===== src/rtl/nova_io_pio_master_if.sv =====
// Signal bundle between the CPU execute stage, the PIO sequencer and the shared
// PIO device bus. The master modport is the sequencer's view of the bundle.
interface nova_io_pio_master_if;
  logic        io_start;
  logic [2:0]  io_op;
  logic [1:0]  io_ctl;
  logic [5:0]  io_dev;
  logic [15:0] io_acc;
  logic        io_busy;
  logic        io_done;
  logic [15:0] io_data;
  logic        io_skip;
  logic        bs_stb;
  logic        bs_we;
  logic [7:0]  bs_adr;
  logic [15:0] bs_din;
  logic [15:0] bs_dout;

  modport master (
    input  io_start, io_op, io_ctl, io_dev, io_acc, bs_dout,
    output io_busy, io_done, io_data, io_skip, bs_stb, bs_we, bs_adr, bs_din
  );

  modport slave (
    output io_start, io_op, io_ctl, io_dev, io_acc, bs_dout,
    input  io_busy, io_done, io_data, io_skip, bs_stb, bs_we, bs_adr, bs_din
  );
endinterface


===== src/rtl/nova_io_pio_master.sv =====
// Nova I/O instruction sequencer: turns one NIO/DIx/DOx/SKP request into PIO
// bus strobes and returns the DIx read data or the SKP skip decision.
module nova_io_pio_master #(
  parameter int unsigned RD_LAT = 1
) (
  input logic                  pclk,
  input logic                  bs_rst_n,
  nova_io_pio_master_if.master bus
);

  typedef enum logic [2:0] {
    ST_IDLE = 3'd0,
    ST_DATA = 3'd1,
    ST_WAIT = 3'd2,
    ST_CTRL = 3'd3,
    ST_STAT = 3'd4,
    ST_DONE = 3'd5
  } state_t;

  typedef struct packed {
    logic        stb;
    logic        we;
    logic [7:0]  adr;
    logic [15:0] din;
  } bus_acc_t;

  localparam logic [2:0] OP_NIO    = 3'd0;
  localparam logic [2:0] OP_SKP    = 3'd7;
  localparam logic [1:0] WAIT_LAST = 2'(RD_LAT - 32'd1);
  localparam bus_acc_t   ACC_IDLE  = {1'b0, 1'b0, 8'h00, 16'h0000};

  function automatic logic [1:0] data_reg(input logic [2:0] op);
    case (op)
      3'd1, 3'd2: data_reg = 2'b01;
      3'd3, 3'd4: data_reg = 2'b10;
      3'd5, 3'd6: data_reg = 2'b11;
      default:    data_reg = 2'b00;
    endcase
  endfunction

  // Control write carries the S/C/P code in the low two data bits.
  function automatic bus_acc_t ctrl_acc(input logic [5:0] dev, input logic [1:0] ctl);
    ctrl_acc = {1'b1, 1'b1, dev, 2'b00, 14'h0000, ctl};
  endfunction

  // Status word: bit 0 busy, bit 1 done.
  function automatic logic skip_eval(input logic [1:0] ctl, input logic [1:0] status);
    case (ctl)
      2'b00:   skip_eval = status[0];
      2'b01:   skip_eval = ~status[0];
      2'b10:   skip_eval = status[1];
      2'b11:   skip_eval = ~status[1];
      default: skip_eval = 1'b0;
    endcase
  endfunction

  state_t      state_r;
  logic [2:0]  op_r;
  logic [1:0]  ctl_r;
  logic [5:0]  dev_r;
  logic [1:0]  wait_cnt_r;
  bus_acc_t    acc_r;
  logic        busy_r;
  logic        done_r;
  logic [15:0] data_r;
  logic        skip_r;

  // Instruction sequencer; every output is registered alongside the state.
  always_ff @(posedge pclk or negedge bs_rst_n) begin
    if (!bs_rst_n) begin
      state_r    <= ST_IDLE;
      op_r       <= 3'd0;
      ctl_r      <= 2'd0;
      dev_r      <= 6'd0;
      wait_cnt_r <= 2'd0;
      acc_r      <= ACC_IDLE;
      busy_r     <= 1'b0;
      done_r     <= 1'b0;
      data_r     <= 16'h0000;
      skip_r     <= 1'b0;
    end else begin
      acc_r  <= ACC_IDLE;
      done_r <= 1'b0;
      case (state_r)
        ST_IDLE: begin
          if (bus.io_start && !busy_r) begin
            busy_r <= 1'b1;
            op_r   <= bus.io_op;
            ctl_r  <= bus.io_ctl;
            dev_r  <= bus.io_dev;
            skip_r <= 1'b0;
            case (bus.io_op)
              OP_NIO: begin
                if (bus.io_ctl != 2'b00) begin
                  state_r <= ST_CTRL;
                  acc_r   <= ctrl_acc(bus.io_dev, bus.io_ctl);
                end else begin
                  state_r <= ST_DONE;
                  done_r  <= 1'b1;
                end
              end
              OP_SKP: begin
                state_r <= ST_STAT;
                acc_r   <= {1'b1, 1'b0, bus.io_dev, 2'b00, 16'h0000};
              end
              default: begin
                state_r <= ST_DATA;
                acc_r   <= {1'b1, ~bus.io_op[0], bus.io_dev, data_reg(bus.io_op),
                            bus.io_op[0] ? 16'h0000 : bus.io_acc};
              end
            endcase
          end else begin
            state_r <= ST_IDLE;
          end
        end
        ST_DATA: begin
          if (op_r[0]) begin
            state_r    <= ST_WAIT;
            wait_cnt_r <= 2'd0;
          end else if (ctl_r != 2'b00) begin
            state_r <= ST_CTRL;
            acc_r   <= ctrl_acc(dev_r, ctl_r);
          end else begin
            state_r <= ST_DONE;
            done_r  <= 1'b1;
          end
        end
        ST_STAT: begin
          state_r    <= ST_WAIT;
          wait_cnt_r <= 2'd0;
        end
        ST_WAIT: begin
          if (wait_cnt_r != WAIT_LAST) begin
            wait_cnt_r <= (wait_cnt_r == 2'd3) ? 2'd3 : wait_cnt_r + 2'd1;
          end else if (op_r == OP_SKP) begin
            skip_r  <= skip_eval(ctl_r, bus.bs_dout[1:0]);
            state_r <= ST_DONE;
            done_r  <= 1'b1;
          end else begin
            data_r <= bus.bs_dout;
            if (ctl_r != 2'b00) begin
              state_r <= ST_CTRL;
              acc_r   <= ctrl_acc(dev_r, ctl_r);
            end else begin
              state_r <= ST_DONE;
              done_r  <= 1'b1;
            end
          end
        end
        ST_CTRL: begin
          state_r <= ST_DONE;
          done_r  <= 1'b1;
        end
        ST_DONE: begin
          state_r <= ST_IDLE;
          busy_r  <= 1'b0;
        end
        default: begin
          state_r <= ST_IDLE;
          busy_r  <= 1'b0;
        end
      endcase
    end
  end

  assign bus.io_busy = busy_r;
  assign bus.io_done = done_r;
  assign bus.io_data = data_r;
  assign bus.io_skip = skip_r;
  assign bus.bs_stb  = acc_r.stb;
  assign bus.bs_we   = acc_r.we;
  assign bus.bs_adr  = acc_r.adr;
  assign bus.bs_din  = acc_r.din;

endmodule


===== src/flat_wrapper.sv =====
// flat-port wrapper written by rule: the top's interface ports become plain ports
module nova_io_pio_master_flat 
#(
  parameter int unsigned RD_LAT = 1
)
  (pclk, bs_rst_n, bus_io_start, bus_io_op, bus_io_ctl, bus_io_dev, bus_io_acc, bus_bs_dout, bus_io_busy, bus_io_done, bus_io_data, bus_io_skip, bus_bs_stb, bus_bs_we, bus_bs_adr, bus_bs_din);
  nova_io_pio_master_if bus_i ();
  input logic pclk;
  input logic bs_rst_n;
  input wire logic [$bits(bus_i.io_start)-1:0] bus_io_start;
  input wire logic [$bits(bus_i.io_op)-1:0] bus_io_op;
  input wire logic [$bits(bus_i.io_ctl)-1:0] bus_io_ctl;
  input wire logic [$bits(bus_i.io_dev)-1:0] bus_io_dev;
  input wire logic [$bits(bus_i.io_acc)-1:0] bus_io_acc;
  input wire logic [$bits(bus_i.bs_dout)-1:0] bus_bs_dout;
  output wire logic [$bits(bus_i.io_busy)-1:0] bus_io_busy;
  output wire logic [$bits(bus_i.io_done)-1:0] bus_io_done;
  output wire logic [$bits(bus_i.io_data)-1:0] bus_io_data;
  output wire logic [$bits(bus_i.io_skip)-1:0] bus_io_skip;
  output wire logic [$bits(bus_i.bs_stb)-1:0] bus_bs_stb;
  output wire logic [$bits(bus_i.bs_we)-1:0] bus_bs_we;
  output wire logic [$bits(bus_i.bs_adr)-1:0] bus_bs_adr;
  output wire logic [$bits(bus_i.bs_din)-1:0] bus_bs_din;
  assign bus_i.io_start = bus_io_start;
  assign bus_i.io_op = bus_io_op;
  assign bus_i.io_ctl = bus_io_ctl;
  assign bus_i.io_dev = bus_io_dev;
  assign bus_i.io_acc = bus_io_acc;
  assign bus_i.bs_dout = bus_bs_dout;
  assign bus_io_busy = bus_i.io_busy;
  assign bus_io_done = bus_i.io_done;
  assign bus_io_data = bus_i.io_data;
  assign bus_io_skip = bus_i.io_skip;
  assign bus_bs_stb = bus_i.bs_stb;
  assign bus_bs_we = bus_i.bs_we;
  assign bus_bs_adr = bus_i.bs_adr;
  assign bus_bs_din = bus_i.bs_din;
  nova_io_pio_master #(.RD_LAT(RD_LAT)) u_core (.pclk(pclk), .bs_rst_n(bs_rst_n), .bus(bus_i));
endmodule

===== config.mk =====
export PLATFORM = sky130hd
export DESIGN_NAME = nova_io_pio_master_flat
export DESIGN_NICKNAME = d
export VERILOG_FILES = /design/src/rtl/nova_io_pio_master_if.sv /design/src/rtl/nova_io_pio_master.sv /design/src/flat_wrapper.sv
export SDC_FILE = /design/constraint.sdc
export NUM_CORES = 1
export LEC_CHECK = 0
export ABC_AREA = 1
export CORE_MARGIN = 2
export CORE_UTILIZATION = 45
export CTS_CLUSTER_DIAMETER = 80
export DETAILED_ROUTE_END_ITERATION = 8
export PLACE_DENSITY = 0.79
export SETUP_SLACK_MARGIN = 0.02
export SLEW_MARGIN = 20
export SYNTH_ARGS = -nofsm -noshare
export SYNTH_HDL_FRONTEND = slang
export SYNTH_SLANG_ARGS = --single-unit

===== constraint.sdc =====
create_clock -name pclk -period 1.5 [get_ports pclk]
set_input_delay 0.3 -clock pclk [delete_from_list [all_inputs] [get_ports pclk]]
set_output_delay 0.3 -clock pclk [all_outputs]
set_load 0.01 [all_outputs]

; ---- Word level (Yosys, flattened, before mapping)
; Index checks and enable logic that the tools add are counted.
[word_totals]
inputBits = 46
out_inout_bits = 45
word_cells = 97
ff_bits = 61
[op_classes]
n_bitwise = 6
mux = 37
addsub = 1
n_eq_ne = 21
n_reduce_logical = 19
[ops]
columns = op, n
row1 = $mux 26, 6
row2 = $pmux 26 s3, 1
row3 = $pmux 26 s2, 1
row4 = $eq 3x3->1 const B, 6
row5 = $mux 3, 6
row6 = $mux 16, 1
row7 = $pmux 3 s5, 1
row8 = $eq 3x2->1 const B, 4
row9 = $pmux 2 s3, 2
row10 = $mux 1, 11
row11 = $ne 2x1->1 const B, 4
row12 = $pmux 1 s4, 2
row13 = $reduce_bool 2->1, 4
row14 = $eq 2x2->1 const B, 3
row15 = $eq 3x1->1 const B, 2
row16 = $logic_not 3->1, 2
row17 = $mux 2, 3
row18 = $not 1->1, 6
row19 = $pmux 3 s2, 1
row20 = $reduce_and 3->1, 2
row21 = $reduce_or 2->1, 3
row22 = $pmux 1 s2, 2
row23 = $reduce_and 2->1, 2
row24 = $reduce_and 4->1, 1
row25 = other kinds (8), 8

; ---- Logic depth before layout (Yosys ltp)
[logic_depth]
word_depth = 6
ltp_mapped = 8
depth_no_buf = 8

; ---- Worst setup path before layout
; OpenSTA, ideal clock, no wires.
[synth_path]
path_type = input to register
start = in bus_io_op[1]
end = reg u_core.acc_r (netlist bit u_core.bus.bs_adr[2])
path_stages = 7
t_required_ns = 1.382
setup_ns = 0.118
arrival_time_ns = 1.111
path_buffers = 0
setup_slack_ns = 0.271
cell_sequence = inv_1 > ha_1 > nand2_1 > nand2_2 > nand3_1 > nand3_1 > nand2_1
[synth_between]
elab_chain_len = 4
word_cells_on_any_way = 5
cone_classes = eq/ne: 1 / mux: 3 / reduce/logical: 1
[synth_lines]
columns = item, line_no
row1 = from (decl), flat_wrapper.sv:11  ; input wire logic [$bits(bus_i.io_op)-1:0] bus_io_op;
row2 = $eq 3x3->1 or $logic_not 3->1 (tied branches), nova_io_pio_master.sv:92  ; case (bus.io_op)
row3 = $pmux 26 s2 *, nova_io_pio_master.sv:92
row4 = $mux 26 *, nova_io_pio_master.sv:86  ; if (bus.io_start && !busy_r) begin
row5 = $pmux 26 s3 *, nova_io_pio_master.sv:84  ; case (state_r)
row6 = to (signal assigned), nova_io_pio_master.sv:96  ; acc_r <= ctrl_acc(bus.io_dev, bus.io_ctl);
row7 = to (signal assigned), nova_io_pio_master.sv:104  ; acc_r <= {1'b1, 1'b0, bus.io_dev, 2'b00, 16'h0000};
row8 = to (signal assigned), nova_io_pio_master.sv:108  ; acc_r <= {1'b1, ~bus.io_op[0], bus.io_dev, data_reg(bus.io_op),
row9 = to (decl), nova_io_pio_master.sv:62  ; bus_acc_t acc_r;
; Every way passes the cells marked *; elsewhere a longest branch is shown, timed or not.
; A chain may end at the register's enable or synchronous reset.

; ---- Worst setup path after layout
[layout_path]
start = reg u_core.state_r[1]
end = reg u_core.skip_r (netlist: u_core.bus.io_skip)
[layout_between]
elab_chain_len = 3
word_cells_on_any_way = 8
cone_classes = eq/ne: 4 / mux: 1 / reduce/logical: 3
[layout_lines]
columns = item, line_no
row1 = from (decl), nova_io_pio_master.sv:57  ; state_t state_r;
row2 = from (signal assigned), nova_io_pio_master.sv:71  ; state_r <= ST_IDLE;
row3 = from (signal assigned), nova_io_pio_master.sv:95  ; state_r <= ST_CTRL;
row4 = from (signal assigned), nova_io_pio_master.sv:98  ; state_r <= ST_DONE;
row5 = $eq 3x2->1 or $logic_not 3->1 (tied branches), nova_io_pio_master.sv:84
row6 = "$ne 2x1->1 (no source line), or another cell as far along", n/a
row7 = $reduce_and 4->1 (no source line), n/a
row8 = to (signal assigned), nova_io_pio_master.sv:136  ; skip_r <= skip_eval(ctl_r, bus.bs_dout[1:0]);
row9 = to (decl), nova_io_pio_master.sv:66  ; logic skip_r;
; Several ways; a longest one is shown, not always the timed one.

==> qor.csv <==
metric,value,unit
numCtsBuffers,9,
stdcell_area,0.00410,mm2
slowest_stage,dfrtp_1,
port_buffers,90,
start_kind,register,
slew_headroom,78.8,%
yosysWarnings,0,
num_vias,2455,
dp.cells,487,
fin_crit,1410,ps
fin_nets,481,
synth.distinct_cells,32,
place_area,0.00385,mm2
detail_route.wl_per_cell,13.0,um
worstMarginPinSlew,317,ps
p_per_area,1680,mW/mm2
ios,91,
cp.required,1710,ps
place_congestion,0.825,
fin_hold_ws,476,ps
final.period_utilization,93.7,%
antenna_cells,0,
final_cell_mix,"109 x nand2_1, 61 x dfrtp_1, 45 x dlygate4sd2_1",
final-setup-viol-count,0,
syn_area_per_cell,8.89,um2
fmax,711,MHz
cts_buffer_depth,2,
finalWirelength,6.64,mm
htreeDepth,3,
die_h,81.7,um
cp_top_family,buffers and inverters,
status,finished clean,
fp.dieArea,0.00668,mm2
firstDrtPassIters,4,
overflow,0,
postRouteAntennaNets,0,
yosysSeqAreaShare,56.1,%
rsz0062_at_grt,false,
grt_pass1_wl,10.6,mm
final_common_cell,nand2_1,
drive_gt1_share,14.5,%
route.detailed.drc,0,
finalClockSkew,9.07,ps
hp-class,register to register,
critical_path.endpoint_type,register,
viasPerCell,4.82,
initial_core_util,46.2,%
cp_max_fo,5,
tritoncts,built,
stdcell_count,509,
maxCapViolations,0,
grt_max_degree,62,
cts.sinks,61,
postSynthCellCount,306,
path_cells,inv_2 -> nand3_2 -> nor2_2 -> inv_1 -> buf_4 -> nand3_1 -> o21ai_0,
finalHoldViolations,0,
die_x,81.7,um
clkLatencyLatePin,330,ps
row_count,28,
p_leak,2.23,nW
cp.arrival,1620,ps
peakVddDrop,0.920,mV
netlist_area,0.00272,mm2
synthesis.nets,358,
cts_root_buf,clkbuf_8,
drtIter0Drc,149,
dp_slack,-350,ps
dp.final_hpwl,4.69,mm
worst_slack,93.9,ps
critical_path_class,register to register,
design.core.area,0.00589,mm2
grt.total_usage,21.0,%
grt_antenna_before_repair,0,
critPathBufInv,3,
max_stage_delay,440,ps
synth_seq_cells,61,
syn_to_final_growth,50.9,%
fillers,486,
slew_viol_final,0,
grt_pass1_vias,2360,
clkTransAtPathRegs,60,ps
cell families after synthesis:
| family | count (synthesis) | synth area share (%) |
|---|---|---|
| xor+xnor | 1 | 0.322 |
| flops | 61 | 56.1 |
| fa+ha+maj | 6 | 2.76 |
| simple gates | 175 | 27.8 |
| buf+inv | 32 | 6.30 |
| compound gates | 31 | 6.72 |
what timing repair did:
item,in CTS,in global routing
endpoints found under the hold margin,61,0
hold buffers,1,0
cloned,1,0
setup endpoints to repair,57,10
pin swaps,1,1
gates resized for setup,45,3
buffers inserted,2,2
metal layers:
layer	wire (um)	global-route usage, %	up-vias
met5	0	0	-
met4	90	10.0	0
li1	-	-	1219
met3	409	3.96	8
met1	2930	26.3	1152
met2	3210	35.0	76
per-stage QoR:
step / total power, mW / setup TNS [ps] / utilization, %
floorplan: 4.16 / 0 / -
global placement: 5.43 / -7770 / 65.5
detailed placement: 5.51 / -9430 / 65.5
CTS: 6.92 / 0 / 69.3
global route: 7.39 / 0 / 69.7
finish: 6.89 / 0 / 69.7
report_power, final:
part / internal [mW] / leakage [nW] / switching (mW) / total, mW
clock: 1.02 / 0.116 / 0.611 / 1.63
combinational: 1.16 / 1.32 / 1.58 / 2.74
sequential: 2.21 / 0.796 / 0.301 / 2.51
flip-flops by register name, summed over array words and instances (netlist names), 2 cells and up:
signal	count
u_core.bus.bs_adr	8
u_core.bus.bs_din	16
u_core.bus.io_data	16
u_core.ctl_r	2
u_core.dev_r	6
u_core.op_r	3
u_core.state_r	3
u_core.wait_cnt_r	2
final timing paths:
kind / slack, ps / depth (start not counted) / start / to
max: 90 / 7 / u_core.state_r[1] / u_core.bus.io_skip
min: 480 / 2 / u_core.dev_r[2] / u_core.dev_r[2]
max reg2reg: 90 / 7 / u_core.state_r[1] / u_core.bus.io_skip
min reg2reg: 480 / 2 / u_core.dev_r[2] / u_core.dev_r[2]
max in group asynchronous: 730 / 3 / bs_rst_n / u_core.wait_cnt_r[0]
min in group asynchronous: 510 / 3 / bs_rst_n / u_core.bus.bs_din[4]
tightest hold or removal path, cell delays in order (launching register included):
cell and delay [ps]:
dfrtp_1 350, nand2_1 50, nand2_1 50
Yosys cell counts (all sizes together):
| master | n | area (um2) |
|---|---|---|
| xor2 | 1 | 8.76 |
| a21oi | 2 | 10.0 |
| nand4 | 3 | 18.8 |
| nor4 | 1 | 6.26 |
| nor3 | 2 | 10.0 |
| nand2 | 111 | 422 |
| ha | 6 | 75.1 |
| o211ai | 1 | 7.51 |
| o21a | 1 | 7.51 |
| inv | 22 | 82.6 |
| clkbuf | 2 | 8.75 |
| nor2 | 31 | 150 |
| a31oi | 1 | 6.26 |
| o21ai | 25 | 144 |
| buf | 8 | 80.1 |
| o21bai | 1 | 7.51 |
| nand3b | 1 | 7.51 |
| nand3 | 26 | 140 |
| dfrtp | 61 | 1530 |
area by class of cell:
type                            count  area [um2]  area share, %
Sequential cell                    61        1530           37.2
Timing Repair Buffer              122        1150           28.0
Multi-Input combinational cell    213        1020           25.0
Clock buffer                       12         155           3.78
Tap cell                           75        93.8           2.29
Inverter                           22        82.6           2.01
Clock inverter                      4        70.1           1.71
No activity file was read; power rests on OpenSTA's default activity.
==> variant 1: new RTL, same flow settings <==
Reset style: synchronous (`bs_rst_n`), changed in one clocked block.
--- a/src/rtl/nova_io_pio_master.sv
+++ b/src/rtl/nova_io_pio_master.sv
@@ -68,3 +68,3 @@
   // Instruction sequencer; every output is registered alongside the state.
-  always_ff @(posedge pclk or negedge bs_rst_n) begin
+  always_ff @(posedge pclk) begin
     if (!bs_rst_n) begin
Formal check against the unedited RTL: differs if bs_rst_n is asserted again (counterexample within 4 cycles, from zero or initial values and one cycle with bs_rst_n low); with bs_rst_n held inactive, the same outputs for 10 cycles.
==> variant 1 against the unedited design <==
Routed wire length decreased by 6.0%; sequential cell count did not move; cell area shrank 6.3%; global-route usage is 0.20 points higher; critical path depth is 2 lower; area after synthesis down 8.4%; setup slack better by 0.088 ns; total power is 5.0% lower.
==> variant 1: results (changes against the unedited design) <==
[yosys]
postSynthCellCount=328  ; was 306
synth_fa_ha_area_share_pct=2.01  ; was 2.76%
syn-num-nets=378  ; was 358
synth_ff_type=dfxtp_1  ; was dfrtp_1
async_flop_share_pct=0  ; was 100%

[place]
hpwl_mm=4.52  ; was 4.69 mm
place_area_um2=3590  ; was 3850 um^2
placed_cells=502  ; was 487
globalplace.congestion=0.787  ; was 0.825

[global_routing]
grt_pass1_vias=2305  ; was 2360
met2_usage_pct=33.6  ; was 35.0%
grt_use_met3_pct=8.28  ; was 3.96%
track_usage_pct=21.2  ; was 21.0%

[finish]
drive_above_1_share_pct=13.6  ; was 14.5%
fillers=437  ; was 486
multi_input_area_share_pct=28.5  ; was 25.0%
seq_cells=61  ; unchanged
multi_input_gates=223  ; was 213
signal_buffers=114  ; was 122
layout.nets=492  ; was 481
sh_seq_area_pct=31.8  ; was 37.2%
n_all_inverters=33  ; was 22

[timing]
holdWs_ns=0.406  ; was 0.476 ns
maxSlewHeadroom_pct=83.5  ; was 78.8%

[min_path]
worst_hold_path.endpoint=u_core.op_r[1]  ; was u_core.dev_r[2]
hold_path_depth=4  ; was 2

[clock_tree]
ctsResizeCount=37  ; was 45
post_cts_buffers=0  ; was 2

[route]
initialDrtViolationCount=118  ; was 149
viasPerCell=4.73  ; was 4.82
met3_length_um=546  ; was 409 um

[setup_path]
max_stage_delay_ns=0.46  ; was 0.44 ns
ff2ff_path_depth=5  ; was 7
crit_fanout=7  ; was 5
cp_top_family=flip-flops  ; was buffers and inverters
cpMaxStageDelayCell=dfxtp_1  ; was dfrtp_1
arrival_ns=1.54  ; was 1.62 ns
worstReg2RegEnd=u_core.wait_cnt_r[0]  ; was u_core.bus.io_skip

[outcome]
status=completed  ; unchanged

[power_and_ir_drop]
internal-power_w=0.00419  ; was 0.00440 W
p_comb_share_pct=40.1  ; was 39.8%
p_switching_w=0.00236  ; was 0.00249 W

[floorplanning]
nWellTaps=72  ; was 75

==> variant 1: changes by cell type in the layout (fill, tap and decap cells not counted), sizes merged, moves of 12 or more <==
| cell | change |
|---|---|
| a21oi | +22 |
| nand3 | -12 |
| dfrtp | -61 |
| nor2 | +39 |
| nand2 | -46 |
| dfxtp | +61 |
==> variant 1: how the worst max path moves through the flow <==
stage | startpoint | to | slack [ns] | cells past startpoint
after detailed placement | bus_io_op[0] | u_core.bus.bs_adr[5] | -0.39 | 10
after global routing | u_core.state_r[1] | u_core.wait_cnt_r[0] | 0.05 | 5
after global placement | bus_io_op[0] | u_core.bus.bs_adr[6] | -0.34 | 10
after CTS | bus_io_op[0] | u_core.bus.bs_din[2] | 0.005 | 8
after floorplan | bus_io_op[0] | u_core.bus.bs_adr[2] | 0.24 | 9
final | u_core.state_r[1] | u_core.wait_cnt_r[0] | 0.18 | 5
==> variant 2: new RTL, config.mk and constraints unchanged <==
Without the edit above. The 6 states of `state_t` get a one-hot encoding in 6 bits.
--- a/src/rtl/nova_io_pio_master.sv
+++ b/src/rtl/nova_io_pio_master.sv
@@ -10,9 +10,9 @@
 
-  typedef enum logic [2:0] {
-    ST_IDLE = 3'd0,
-    ST_DATA = 3'd1,
-    ST_WAIT = 3'd2,
-    ST_CTRL = 3'd3,
-    ST_STAT = 3'd4,
-    ST_DONE = 3'd5
+  typedef enum logic [5:0] {
+    ST_IDLE = 6'b000001,
+    ST_DATA = 6'b000010,
+    ST_WAIT = 6'b000100,
+    ST_CTRL = 6'b001000,
+    ST_STAT = 6'b010000,
+    ST_DONE = 6'b100000
   } state_t;
Behaviour: no difference found for any inputs over 10 cycles, from zero or initial values and one cycle with bs_rst_n low; not proved beyond that.
==> variant 2 against the unedited design <==
Die area grew 6.5%; sequential cell count grew 3; clock skew shrank 0.00085 ns; area after synthesis grew 6.9%; critical path type unchanged; via count grew 7.8%; routed wire length grew 5.7%; count of clock-buffer cells in the layout grew 2; total power shrank 2.8%; largest power group unchanged; cell area grew 7.4%; critical endpoint is now u_core.bus.bs_adr[5]; setup slack lost 0.049 ns.
==> variant 2: results (changes against the unedited design) <==
[yosys]
synthMuxAreaShare_pct=0  ; unchanged
synth_compound_area_share_pct=5.00  ; was 6.72%
synth-seq-area-share_pct=55.2  ; was 56.1%
synth_fa_ha_area_share_pct=2.58  ; was 2.76%
synth_commonest_cells=nand2_1, dfrtp_1, nor2_1  ; unchanged
synth_ff_type=dfrtp_1  ; unchanged
synth_cell_types=25  ; was 32
syn-num-nets=381  ; was 358
synth_xor_xnor_area_share_pct=0  ; was 0.322%
ys_top_cells_by_area=dfrtp_1, nand2_1, nand3_1, nor2_1, inv_1  ; was dfrtp_1, nand2_1, nand3_1, nor2_1, o21ai_0
syn_avg_cell_area_um2=8.83  ; was 8.89 um^2

[route]
drt-met1-wl_mm=2.87  ; was 2.93 mm
initialDrtViolationCount=111  ; was 149
met2_length_mm=3.46  ; was 3.21 mm
topRoutingLayerUsed=met4  ; unchanged
met3_length_um=448  ; was 409 um
wirelength_mm=7.02  ; was 6.64 mm
viasPerCell=4.90  ; was 4.82
routedWlPerCell_um=13.0  ; about the same

[timing]
holdWs_ns=0.468  ; was 0.476 ns
skew_ns=0.00822  ; was 0.00907 ns
period_minus_slack_ns=1.46  ; was 1.41 ns
tightest_slew_ns=0.515  ; was 0.317 ns

[setup_path]
cpMaxStageDelayCell=dfstp_2  ; was dfrtp_1
path_class=flop to flop  ; unchanged
crit_end=u_core.bus.bs_adr[5]  ; was u_core.bus.io_skip
cp_top_family=flip-flops  ; was buffers and inverters
crit_fanout=6  ; was 5
max_stage_delay_ns=0.58  ; was 0.44 ns
arrival_ns=1.73  ; was 1.62 ns
worst-r2r-setup-slack_ns=0.04  ; was 0.09 ns
r2r-start=u_core.state_r[0]  ; was u_core.state_r[1]

[finish]
drive_above_1_share_pct=20.3  ; was 14.5%
antenna_cells=0  ; unchanged

[place]
hpwl_mm=4.80  ; was 4.69 mm
placed_cells=511  ; was 487
dp_worst_setup_slack_ns=-0.372  ; was -0.350 ns
place_area_um2=4030  ; was 3850 um^2
port_buffers=90  ; unchanged
globalplace.congestion=0.842  ; was 0.825

[clock_tree]
ctsResizeCount=58  ; was 45
cts_root_buf=clkbuf_8  ; unchanged
post_cts_buffers=3  ; was 2
htreeDepth=3  ; unchanged

[power_and_ir_drop]
peakVddDrop_uv=903  ; was 920 uV
p_leak_nw=2.32  ; was 2.23 nW

[global_routing]
grt_pass1_vias=2519  ; was 2360
grt_max_degree=65  ; was 62
grt_pass1_wl_mm=11.0  ; was 10.6 mm
grt_use_met3_pct=4.42  ; was 3.96%
met1_usage_pct=23.9  ; was 26.3%
track_usage_pct=19.8  ; was 21.0%
met2_usage_pct=32.5  ; was 35.0%

[min_path]
worst_hold_path.endpoint=u_core.bus.io_data[4]  ; was u_core.dev_r[2]
hold_start=u_core.bus.io_data[4]  ; was u_core.dev_r[2]

[outcome]
status=completed  ; unchanged

==> variant 2: changes by cell type after synthesis, moves of 3 or more <==
cell     unedited run  this run
nand2_2             2         5
o21ai_0            20        15
nor2_1             27        35
nand3_1            24        34
o21ai_2             2         8
nor2_2              1         4
inv_1              18        26
nand2_4             0         3
nand2_1           109       102
==> variant 2: final cells by class <==
cell class	count	area, um^2
inverters	32	125
clock buffers	14	183
repair buffers	125	1150
flip-flops and latches	64	1600
fillers	519	1910
well taps	77	96.3
clock inverters	2	35.0
multi-input cells	226	1210
==> variant 2: worst register-to-register path: cells and delay by family (launching register included) <==
| family | cells | cell delay (ns) |
|---|---|---|
| DFF | 1 | 0.58 |
| AOI/OAI and AO/OA | 1 | 0.07 |
| buffers and inverters | 2 | 0.23 |
| and+or+nand+nor | 4 | 0.51 |
==> variant 2: power breakdown <==
group / internal, W / switching [W]
Combinational: 0.00112 / 0.00148
Sequential: 0.00224 / 0.000277
Clock: 0.000947 / 0.000628
Total: 0.00431 / 0.00239
